[src/rtl/imem_loader_if.sv]
`default_nettype none
// ============================================================================
//  Module   : imem_loader_if
//  Purpose  : Byte-stream handshake plus IMEM write port of the boot loader.
//  Revision : 1.0 - initial release
// ============================================================================
interface imem_loader_if;
    logic        s_valid;
    logic [7:0]  s_data;
    logic        s_ready;
    logic        reload;
    logic        imem_wr_en;
    logic [31:0] imem_wr_addr;
    logic [31:0] imem_wr_data;

    modport master (
        output s_valid, s_data, reload,
        input  s_ready, imem_wr_en, imem_wr_addr, imem_wr_data
    );

    modport slave (
        input  s_valid, s_data, reload,
        output s_ready, imem_wr_en, imem_wr_addr, imem_wr_data
    );
endinterface
`default_nettype wire

[src/rtl/imem_loader.sv]
`default_nettype none
// ============================================================================
//  Module   : imem_loader
//  Purpose  : Assembles a counted little-endian byte stream into IMEM words
//             and holds the core in reset until the image is complete.
//  Revision : 1.0 - initial release
// ============================================================================
module imem_loader #(
    parameter int unsigned DEPTH_WORDS = 1024,
    parameter logic [31:0] BASE_ADDR   = 32'h0000_0000
) (
    input  wire logic     clk,
    input  wire logic     rst_n,
    imem_loader_if.slave  bus,
    output logic          core_rst_n,
    output logic          done,
    output logic          error
);

    localparam int unsigned                c_k_width = $clog2(DEPTH_WORDS + 1);
    localparam logic [c_k_width-1:0]       c_k_one   = c_k_width'(1);

    typedef enum logic [2:0] {
        ST_HDR   = 3'd0,
        ST_DATA  = 3'd1,
        ST_WRITE = 3'd2,
        ST_DONE  = 3'd3,
        ST_ERR   = 3'd4
    } state_t;

    state_t                 r_state,      w_state;
    logic [1:0]             r_byte_idx,   w_byte_idx;
    logic [c_k_width-1:0]   r_k,          w_k;
    logic [31:0]            r_cnt,        w_cnt;
    logic [31:0]            r_word,       w_word;
    logic                   r_wr_en,      w_wr_en;
    logic [31:0]            r_wr_addr,    w_wr_addr;
    logic [31:0]            r_wr_data,    w_wr_data;
    logic                   r_core_rst_n, w_core_rst_n;
    logic                   r_done,       w_done;
    logic                   r_error,      w_error;

    logic                   w_ready;
    logic                   w_accept;
    logic [31:0]            w_cnt_ins;
    logic [31:0]            w_word_ins;

    assign w_ready  = (r_state == ST_HDR) || (r_state == ST_DATA);
    assign w_accept = bus.s_valid && w_ready;

    always_comb begin
        w_state      = r_state;
        w_byte_idx   = r_byte_idx;
        w_k          = r_k;
        w_cnt        = r_cnt;
        w_word       = r_word;
        w_wr_en      = 1'b0;
        w_wr_addr    = r_wr_addr;
        w_wr_data    = r_wr_data;
        w_core_rst_n = r_core_rst_n;
        w_done       = r_done;
        w_error      = r_error;

        // Current register with the incoming byte merged at its lane
        w_cnt_ins                       = r_cnt;
        w_cnt_ins[8*r_byte_idx +: 8]    = bus.s_data;
        w_word_ins                      = r_word;
        w_word_ins[8*r_byte_idx +: 8]   = bus.s_data;

        case (r_state)
            ST_HDR: begin
                if (w_accept) begin
                    w_cnt      = w_cnt_ins;
                    w_byte_idx = r_byte_idx + 2'd1;
                    if (r_byte_idx == 2'd3) begin
                        if (w_cnt_ins == 32'd0) begin
                            w_state      = ST_DONE;
                            w_done       = 1'b1;
                            w_core_rst_n = 1'b1;
                        end else if (w_cnt_ins > 32'(DEPTH_WORDS)) begin
                            w_state = ST_ERR;
                            w_error = 1'b1;
                        end else begin
                            w_state = ST_DATA;
                            w_k     = '0;
                        end
                    end
                end
            end
            ST_DATA: begin
                if (w_accept) begin
                    w_word     = w_word_ins;
                    w_byte_idx = r_byte_idx + 2'd1;
                    if (r_byte_idx == 2'd3) begin
                        w_wr_en   = 1'b1;
                        w_wr_data = w_word_ins;
                        w_wr_addr = BASE_ADDR + (32'(r_k) << 2);
                        w_state   = ST_WRITE;
                    end
                end
            end
            ST_WRITE: begin
                w_k = r_k + c_k_one;
                if ((32'(r_k) + 32'd1) == r_cnt) begin
                    w_state      = ST_DONE;
                    w_done       = 1'b1;
                    w_core_rst_n = 1'b1;
                end else begin
                    w_state = ST_DATA;
                end
            end
            ST_DONE, ST_ERR: begin
                if (bus.reload) begin
                    w_state      = ST_HDR;
                    w_done       = 1'b0;
                    w_error      = 1'b0;
                    w_core_rst_n = 1'b0;
                    w_byte_idx   = 2'd0;
                    w_k          = '0;
                end
            end
            default: begin
                w_state = ST_HDR;
            end
        endcase
    end

    always_ff @(posedge clk or negedge rst_n) begin
        if (!rst_n) begin
            r_state      <= ST_HDR;
            r_byte_idx   <= 2'd0;
            r_k          <= '0;
            r_cnt        <= 32'd0;
            r_word       <= 32'd0;
            r_wr_en      <= 1'b0;
            r_wr_addr    <= BASE_ADDR;
            r_wr_data    <= 32'd0;
            r_core_rst_n <= 1'b0;
            r_done       <= 1'b0;
            r_error      <= 1'b0;
        end else begin
            r_state      <= w_state;
            r_byte_idx   <= w_byte_idx;
            r_k          <= w_k;
            r_cnt        <= w_cnt;
            r_word       <= w_word;
            r_wr_en      <= w_wr_en;
            r_wr_addr    <= w_wr_addr;
            r_wr_data    <= w_wr_data;
            r_core_rst_n <= w_core_rst_n;
            r_done       <= w_done;
            r_error      <= w_error;
        end
    end

    assign bus.s_ready      = w_ready;
    assign bus.imem_wr_en   = r_wr_en;
    assign bus.imem_wr_addr = r_wr_addr;
    assign bus.imem_wr_data = r_wr_data;
    assign core_rst_n       = r_core_rst_n;
    assign done             = r_done;
    assign error            = r_error;

endmodule
`default_nettype wire

[src/flat_wrapper.sv]
// flat-port wrapper written by rule: the top's interface ports become plain ports
module imem_loader_flat 
#(
    parameter int unsigned DEPTH_WORDS = 1024,
    parameter logic [31:0] BASE_ADDR   = 32'h0000_0000
)
  (clk, rst_n, core_rst_n, done, error, bus_s_valid, bus_s_data, bus_reload, bus_s_ready, bus_imem_wr_en, bus_imem_wr_addr, bus_imem_wr_data);
  imem_loader_if bus_i ();
  input  wire logic clk;
  input  wire logic rst_n;
  output logic core_rst_n;
  output logic done;
  output logic error;
  input wire logic [$bits(bus_i.s_valid)-1:0] bus_s_valid;
  input wire logic [$bits(bus_i.s_data)-1:0] bus_s_data;
  input wire logic [$bits(bus_i.reload)-1:0] bus_reload;
  output wire logic [$bits(bus_i.s_ready)-1:0] bus_s_ready;
  output wire logic [$bits(bus_i.imem_wr_en)-1:0] bus_imem_wr_en;
  output wire logic [$bits(bus_i.imem_wr_addr)-1:0] bus_imem_wr_addr;
  output wire logic [$bits(bus_i.imem_wr_data)-1:0] bus_imem_wr_data;
  assign bus_i.s_valid = bus_s_valid;
  assign bus_i.s_data = bus_s_data;
  assign bus_i.reload = bus_reload;
  assign bus_s_ready = bus_i.s_ready;
  assign bus_imem_wr_en = bus_i.imem_wr_en;
  assign bus_imem_wr_addr = bus_i.imem_wr_addr;
  assign bus_imem_wr_data = bus_i.imem_wr_data;
  imem_loader #(.DEPTH_WORDS(DEPTH_WORDS), .BASE_ADDR(BASE_ADDR)) u_core (.clk(clk), .rst_n(rst_n), .bus(bus_i), .core_rst_n(core_rst_n), .done(done), .error(error));
endmodule
[config.mk]
export PLATFORM = sky130hd
export DESIGN_NAME = imem_loader_flat
export DESIGN_NICKNAME = d
export VERILOG_FILES = /design/src/rtl/imem_loader_if.sv /design/src/rtl/imem_loader.sv /design/src/flat_wrapper.sv
export SDC_FILE = /design/constraint.sdc
export NUM_CORES = 1
export LEC_CHECK = 0
export BUFFER_PORTS_ARGS = -buffer_cell sky130_fd_sc_hd__clkbuf_2
export CAP_MARGIN = 5
export CORE_UTILIZATION = 55
export DETAILED_ROUTE_END_ITERATION = 8
export PLACE_DENSITY = 0.77
export SYNTH_ARGS = -nofsm -noshare
export SYNTH_HDL_FRONTEND = slang
export SYNTH_SLANG_ARGS = --single-unit
[constraint.sdc]
create_clock -name clk -period 3.2 [get_ports clk]
set_input_delay 0.16 -clock clk [delete_from_list [all_inputs] [get_ports clk]]
set_output_delay 0.16 -clock clk [all_outputs]
set_load 0.02 [all_outputs]
==> flow_metrics.py, run 1 <==
metrics = {
    "place": {
        "detailed_place_hpwl_um": 9720,
        "place.gp.congestion": 0.902,
        "place.port_buffers": 59,
        "dp_worst_setup_slack_ns": 0.502,
    },
    "worst_setup_path": {
        "cpMaxStageDelayCell": "sky130_fd_sc_hd__dfrtp_1",
        "critical_path_class": "register to register",
        "cp_num_cells": 8,
        "endpoint_kind": "register",
        "worstPathMaxFanout": 11,
        "worstRegToRegCells": 8,
        "critical_path.max_stage_delay_ns": 0.55,
        "startpoint": "u_core.r_byte_idx[0]$_DFFE_PN0P_",
        "arrival_ns": 3.10,
        "rrSetupSlack_ns": 0.48,
        "critical-path-top-delay-family": "compound AO/OA/AOI/OAI gates",
        "critPathRequiredTime_ns": 3.58,
        "r2r_start": "u_core.r_byte_idx[0]$_DFFE_PN0P_",
        "crit_path_cell_trace": "inv_1 -> ha_1 -> nor3b_2 -> o211a_1 -> o31a_1 -> o211ai_2 -> a21oi_2 -> o221ai_1",
        "worst_setup_path_start_kind": "register",
        "critical_path_buf_inv_count": 1,
    },
    "route": {
        "vias_per_cell": 5.76,
        "remaining_routing_drc_violations": 0,
        "firstDrtPassIters": 5,
        "routed_wirelength_um": 14100,
        "avgRoutedWirePerCell_um": 16.2,
        "initial_drc_count": 350,
        "detailroute.via_count": 5025,
        "drtAntennaViolNets": 0,
    },
    "min_path": {
        "worstHoldPathType": "primary input to register",
        "holdPathStages": 3,
        "holdCritStartpoint": "bus_reload",
    },
    "die": {
        "fp.coreArea_um2": 10500,
        "effective_utilization_at_floorplan": 0.577,
        "floorplan.die_area_um2": 11500,
        "design.portCount": 81,
        "num_rows": 37,
        "die_x_um": 107,
        "die_height_um": 107,
    },
    "layout": {
        "num_antenna_cells": 0,
        "layout_common_cells": "sky130_fd_sc_hd__nand2_1, sky130_fd_sc_hd__dfrtp_1, sky130_fd_sc_hd__o21ai_0",
        "num-nets-final": 742,
        "layout_commonest_cell": "sky130_fd_sc_hd__nand2_1",
        "drive_above_1_share": 0.158,
        "finish.utilization": 0.662,
        "areaGrowthSynthToFinish_pct": 14.7,
    },
    "synthesis": {
        "netlist_area_um2": 6070,
        "postSynth.topFlopCell": "sky130_fd_sc_hd__dfrtp_1",
        "synthesis.area_per_instance_um2": 9.07,
        "synth.top_cell.area_share": 0.520,
        "share_of_synthesized_flip_flops_with_an_asynchronous_set_or_reset": 1.00,
        "synthesis.yosys.warnings": 0,
        "number_of_synthesized_register_bits": 126,
        "synth_enable_flop_cells": 0,
        "netlist_instances": 669,
        "synth.lib_cells_used.distinct": 60,
        "synth.area.top_cells": "sky130_fd_sc_hd__dfrtp_1, sky130_fd_sc_hd__nand2_1, sky130_fd_sc_hd__o21ai_0, sky130_fd_sc_hd__nor2_1, sky130_fd_sc_hd__a21oi_1",
        "yosysSeqAreaShare": 0.520,
        "synth_largest_area_cell": "sky130_fd_sc_hd__dfrtp_1",
    },
    "timing": {
        "setup-violations-final": 0,
        "final_max_slew_viol_count": 0,
        "layout_worst_path_cycle_share": 0.850,
        "worst_pin_slew_ns": 1.05,
        "fin_ws_ns": 0.481,
        "final.setup.tns_ns": 0,
        "rsz_0062_raised_after_global_routing": "no",
        "slew-limit-headroom": 0.300,
        "fin_worst_hold_slack_ns": 0.0310,
        "fin_crit_ns": 2.72,
        "timing.clock.skew_ns": 0.00565,
        "number_of_endpoints_with_negative_hold_slack_in_the_final_report": 0,
        "max_fclk_ghz": 0.368,
    },
    "power": {
        "internal_power_mw": 4.09,
        "sequential_fraction_of_design_power": 0.361,
        "max_rail_drop_vdd_mv": 0.544,
        "switchingPower_mw": 2.82,
        "power.share.switching": 0.408,
        "power_density_nw_per_um2": 993,
        "finalPower_mw": 6.91,
        "power_frac_comb": 0.380,
        "p_leak_nw": 3.18,
        "clock_power_share": 0.259,
    },
    "clock_network": {
        "clkSlewWorstSetupHoldPaths_ns": 0.06,
        "cts_max_path_buffers": 2,
        "clock_tree.root_cell": "sky130_fd_sc_hd__clkbuf_8",
        "clock_latency_ns": 0.53,
        "cts_resized": 0,
        "cts_htree_levels": 4,
        "numCtsBuffers": 17,
        "numClockSinks": 126,
        "cts_tree": "built",
    },
    "global_route": {
        "grt_antenna_before_repair": 0,
        "all_layer_gr_usage": 0.270,
        "grt.overflow.total": 0,
        "grt_pass1_vias": 4932,
        "largest_net_degree_at_the_start_of_global_routing": 84,
        "grt_first_pass_wirelength_um": 23900,
    },
    "status": {
        "status": "finished, final reports clean",
    },
    "flow_run": {
        "maxCapViolCount": 0,
    },
}
[through the flow]
| step | instance area [um2] | instances |
|---|---|---|
| 3_3_place_gp | 6380 | 838 |
| 3_5_place_dp | 6380 | 838 |
| 6_report | 6960 | 872 |
| 4_1_cts | 6960 | 872 |
| 5_1_grt | 6960 | 872 |
| 2_1_floorplan | 6140 | 689 |
[logic make-up (layout without fill, tap and decap cells)]
| kind of cell | Yosys count | count (layout) | share of synthesized area |
|---|---|---|---|
| compound gates | 186 | 186 | 0.190 |
| xor+xnor | 18 | 18 | 0.0260 |
| fa+ha+maj | 7 | 7 | 0.0144 |
| buf+inv | 72 | 119 | 0.0608 |
| flops | 126 | 126 | 0.520 |
| other cells | 1 | 21 | 0.000618 |
| simple gates | 259 | 259 | 0.188 |
[layer usage]
metal	part of all wire	wire length, um	up-vias	global-route usage
li1	-	-	2390	-
met1	0.42	5880	2412	0.338
met2	0.50	7100	193	0.451
met3	0.058	819	30	0.0596
met4	0.023	321	0	0.118
met5	0	0	-	0
[cells in the mapped netlist, types with 3 or more instances]
cell                       count
sky130_fd_sc_hd__a21oi_1      45
sky130_fd_sc_hd__a221oi_1      8
sky130_fd_sc_hd__a31oi_1       4
sky130_fd_sc_hd__a32o_1       15
sky130_fd_sc_hd__buf_2         3
sky130_fd_sc_hd__buf_4        23
sky130_fd_sc_hd__clkbuf_1     27
sky130_fd_sc_hd__dfrtp_1     126
sky130_fd_sc_hd__ha_1          7
sky130_fd_sc_hd__inv_1        16
sky130_fd_sc_hd__nand2_1     137
sky130_fd_sc_hd__nand3_1      11
sky130_fd_sc_hd__nand4_1       4
sky130_fd_sc_hd__nor2_1       68
sky130_fd_sc_hd__nor3_1        7
sky130_fd_sc_hd__nor3b_1       3
sky130_fd_sc_hd__nor4_1        6
sky130_fd_sc_hd__o21ai_0      87
sky130_fd_sc_hd__o22ai_1       3
sky130_fd_sc_hd__xnor2_1      14
sky130_fd_sc_hd__xor2_1        4
[path summary, 6_finish.rpt]
| check | to |
|---|---|
| max | u_core.r_k[10]$_DFFE_PN0P_ |
| min | u_core.r_state[1]$_DFFE_PN0P_ |
| max reg2reg | u_core.r_k[10]$_DFFE_PN0P_ |
| min reg2reg | u_core.bus.imem_wr_addr[8]$_DFFE_PN0P_ |
| max in group asynchronous | u_core.r_word[24]$_DFFE_PN0P_ |
| min in group asynchronous | u_core.bus.imem_wr_addr[6]$_DFFE_PN0P_ |
[state kept, by name (all words and copies together), names as in the netlist]
name / count
u_core.bus.imem_wr_data: 32
u_core.r_cnt: 32
u_core.r_word: 32
u_core.bus.imem_wr_addr: 11
u_core.r_k: 11
u_core.r_state: 3
u_core.r_byte_idx: 2
u_core.bus.imem_wr_en: 1
u_core.core_rst_n: 1
u_core.error: 1
[worst register-to-register path, stage by stage (launching register included)]
cell,delay (ns)
sky130_fd_sc_hd__dfrtp_1,0.55
sky130_fd_sc_hd__inv_1,0.15
sky130_fd_sc_hd__ha_1,0.40
sky130_fd_sc_hd__nor3b_2,0.47
sky130_fd_sc_hd__o211a_1,0.29
sky130_fd_sc_hd__o31a_1,0.16
sky130_fd_sc_hd__o211ai_2,0.12
sky130_fd_sc_hd__a21oi_2,0.27
sky130_fd_sc_hd__o221ai_1,0.15
[final cells by class]
| type | instances | area (um2) |
|---|---|---|
| fill | 826 | 3550 |
| sequential | 126 | 3150 |
| multi-input combinational | 491 | 2620 |
| clock buffer | 19 | 442 |
| timing repair buffer | 71 | 393 |
| tap | 136 | 170 |
| clock inverter | 13 | 116 |
| inverter | 16 | 60.1 |
[power by group through the flow]
stage / logic [mW] / clock network [mW] / registers, mW
final: 2.63 / 1.79 / 2.50
after global routing: 2.93 / 1.87 / 2.56
after CTS: 2.62 / 1.80 / 2.49
after detailed placement: 2.59 / 0 / 2.51
after global placement: 2.50 / 0 / 2.48
after floorplan: 1.75 / 0 / 2.59
[timing repair]
item / 4_1_cts / 5_1_grt
hold buffers: 2 / 0
buffers inserted: 0 / 0
setup endpoints to repair: 0 / 0
hold endpoints to repair: 82 / 0
No activity file was read; power rests on OpenSTA's default activity.
==> run 2, diff against run 1 <==
==> constraint.sdc (replaced) <==
create_clock -name clk -period 2.6 [get_ports clk]
set_input_delay 0.13 -clock clk [delete_from_list [all_inputs] [get_ports clk]]
set_output_delay 0.13 -clock clk [all_outputs]
set_load 0.02 [all_outputs]
==> flow_metrics.py, run 2 (same netlist as run 1, synthesis figures left out) <==
metrics = {
    "status": {
        "status": "finished, final reports clean",
    },
    "die": {
        "die_height_um": 107,
        "fp.coreArea_um2": 10500,
        "effective_utilization_at_floorplan": 0.577,
        "die_x_um": 107,
        "design.portCount": 81,
        "floorplan.die_area_um2": 11500,
        "num_rows": 37,
    },
    "layout": {
        "num-nets-final": 756,
        "num_antenna_cells": 0,
        "areaGrowthSynthToFinish_pct": 18.4,
        "layout_common_cells": "sky130_fd_sc_hd__nand2_1, sky130_fd_sc_hd__dfrtp_1, sky130_fd_sc_hd__o21ai_0",
        "drive_above_1_share": 0.171,
        "layout_commonest_cell": "sky130_fd_sc_hd__nand2_1",
    },
    "global_route": {
        "largest_net_degree_at_the_start_of_global_routing": 69,
        "grt_antenna_before_repair": 0,
        "grt.overflow.total": 0,
        "grt_first_pass_wirelength_um": 24200,
        "grt_pass1_vias": 5030,
        "all_layer_gr_usage": 0.277,
    },
    "worst_setup_path": {
        "startpoint": "u_core.r_k[2]$_DFFE_PN0P_",
        "critical_path_class": "register to register",
        "critPathRequiredTime_ns": 3.05,
        "endpoint_kind": "register",
        "arrival_ns": 2.87,
        "r2r_start": "u_core.r_k[2]$_DFFE_PN0P_",
        "r2r-end": "u_core.core_rst_n$_DFFE_PN0P_",
        "worstPathMaxFanout": 8,
        "cp-endpoint": "u_core.core_rst_n$_DFFE_PN0P_",
        "rrSetupSlack_ns": 0.18,
        "worst_setup_path_start_kind": "register",
        "worstRegToRegCells": 6,
    },
    "place": {
        "dp_worst_setup_slack_ns": 0.156,
        "place.gp.congestion": 0.866,
        "place.port_buffers": 59,
        "detailed_place_hpwl_um": 10100,
    },
    "flow_run": {
        "maxCapViolCount": 0,
    },
    "power": {
        "max_rail_drop_vdd_mv": 0.748,
        "power_density_nw_per_um2": 1250,
        "p_leak_nw": 3.30,
    },
    "clock_network": {
        "numClockSinks": 126,
        "cts_max_path_buffers": 2,
        "cts_htree_levels": 4,
        "numCtsBuffers": 17,
        "clkSlewWorstSetupHoldPaths_ns": 0.06,
        "cts_tree": "built",
        "clock_tree.root_cell": "sky130_fd_sc_hd__clkbuf_8",
        "clock_latency_ns": 0.54,
    },
    "timing": {
        "fin_ws_ns": 0.177,
        "max_fclk_ghz": 0.413,
        "fin_worst_hold_slack_ns": 0.0262,
        "worst_pin_slew_ns": 0.780,
        "timing.clock.skew_ns": 0.00915,
        "layout_worst_path_cycle_share": 0.932,
        "fin_crit_ns": 2.42,
        "final_max_slew_viol_count": 0,
        "number_of_endpoints_with_negative_hold_slack_in_the_final_report": 0,
        "slew-limit-headroom": 0.476,
        "setup-violations-final": 0,
    },
    "min_path": {
        "worstHoldPathType": "primary input to async pin",
    },
    "route": {
        "avgRoutedWirePerCell_um": 16.4,
        "vias_per_cell": 5.73,
        "routed_wirelength_um": 14600,
        "firstDrtPassIters": 5,
        "drtAntennaViolNets": 0,
        "detailroute.via_count": 5078,
        "remaining_routing_drc_violations": 0,
        "initial_drc_count": 262,
    },
}
run 2: changes by cell type in the layout (fill, tap and decap cells not counted), sizes merged:
cell,before,now
clkbuf,77,78
clkinv,5,2
dlygate4sd3,2,6
inv,17,18
clkinvlp,6,4
buf,11,21
bufinv,1,4
run 2: power breakdown:
group | internal [mW] | leakage (nW) | switching [mW]
combinational | 1.22 | 1.29 | 2.19
sequential | 2.58 | 1.71 | 0.454
clock | 1.64 | 0.300 | 0.898
run 2: repair_timing:
action                                  in CTS  in global routing
hold buffers                                 6                  0
buffers inserted                             0                  0
endpoints found under the setup margin       0                 11
endpoints found under the hold margin      133                  0
gates resized for setup                      0                  4
run 2: through the flow:
stage / area, um2 / total power [mW] / TNS, ns / instances / util
after floorplan: 6140 / 5.35 / 0 / 689 / -
after global placement: 6470 / 6.22 / 0 / 848 / 0.615
after detailed placement: 6470 / 6.36 / 0 / 848 / 0.615
after CTS: 7160 / 8.92 / 0 / 886 / 0.682
after global routing: 7190 / 9.53 / -0.00470 / 886 / 0.684
final: 7190 / 8.99 / 0 / 886 / 0.684
run 2: layout make-up:
| type | count | area (um2) |
|---|---|---|
| inverter | 16 | 60.1 |
| fill | 813 | 3320 |
| sequential | 126 | 3150 |
| timing repair buffer | 85 | 520 |
| clock buffer | 20 | 455 |
| clock inverter | 12 | 181 |
| tap | 136 | 170 |
| multi-input combinational | 491 | 2650 |
run 2: per-layer routing:
| metal | wire [um] | global-route usage | part of all wire | up-vias |
|---|---|---|---|---|
| met5 | 0 | 0 | 0 | - |
| met4 | 335 | 0.114 | 0.023 | 0 |
| met3 | 867 | 0.0657 | 0.060 | 32 |
| met2 | 7250 | 0.460 | 0.50 | 167 |
| met1 | 6110 | 0.347 | 0.42 | 2457 |
| li1 | - | - | - | 2422 |
run 2: worst min-delay path by stage:
| stage | to | slack [ns] | depth (start not counted) |
|---|---|---|---|
| 6_report | u_core.bus.imem_wr_en$_DFF_PN0_ | 0.03 | 2 |
| 5_1_grt | u_core.r_cnt[12]$_DFFE_PN0P_ | 0.05 | 3 |
| 4_1_cts | u_core.bus.imem_wr_addr[11]$_DFFE_PN0P_ | 0.01 | 2 |
| 3_5_place_dp | u_core.bus.imem_wr_en$_DFF_PN0_ | 0.04 | 1 |
| 3_3_place_gp | u_core.bus.imem_wr_en$_DFF_PN0_ | 0.04 | 1 |
| 2_1_floorplan | u_core.bus.imem_wr_addr[10]$_DFFE_PN0P_ | -0.17 | 0 |
run 2: critical path: stages (launching register included):
cell,delay [ns]
sky130_fd_sc_hd__dfrtp_1,0.49
sky130_fd_sc_hd__nand4_1,0.29
sky130_fd_sc_hd__or3_1,0.42
sky130_fd_sc_hd__a22oi_1,0.19
sky130_fd_sc_hd__o2111ai_1,0.14
sky130_fd_sc_hd__or4_1,0.57
sky130_fd_sc_hd__a211oi_2,0.24
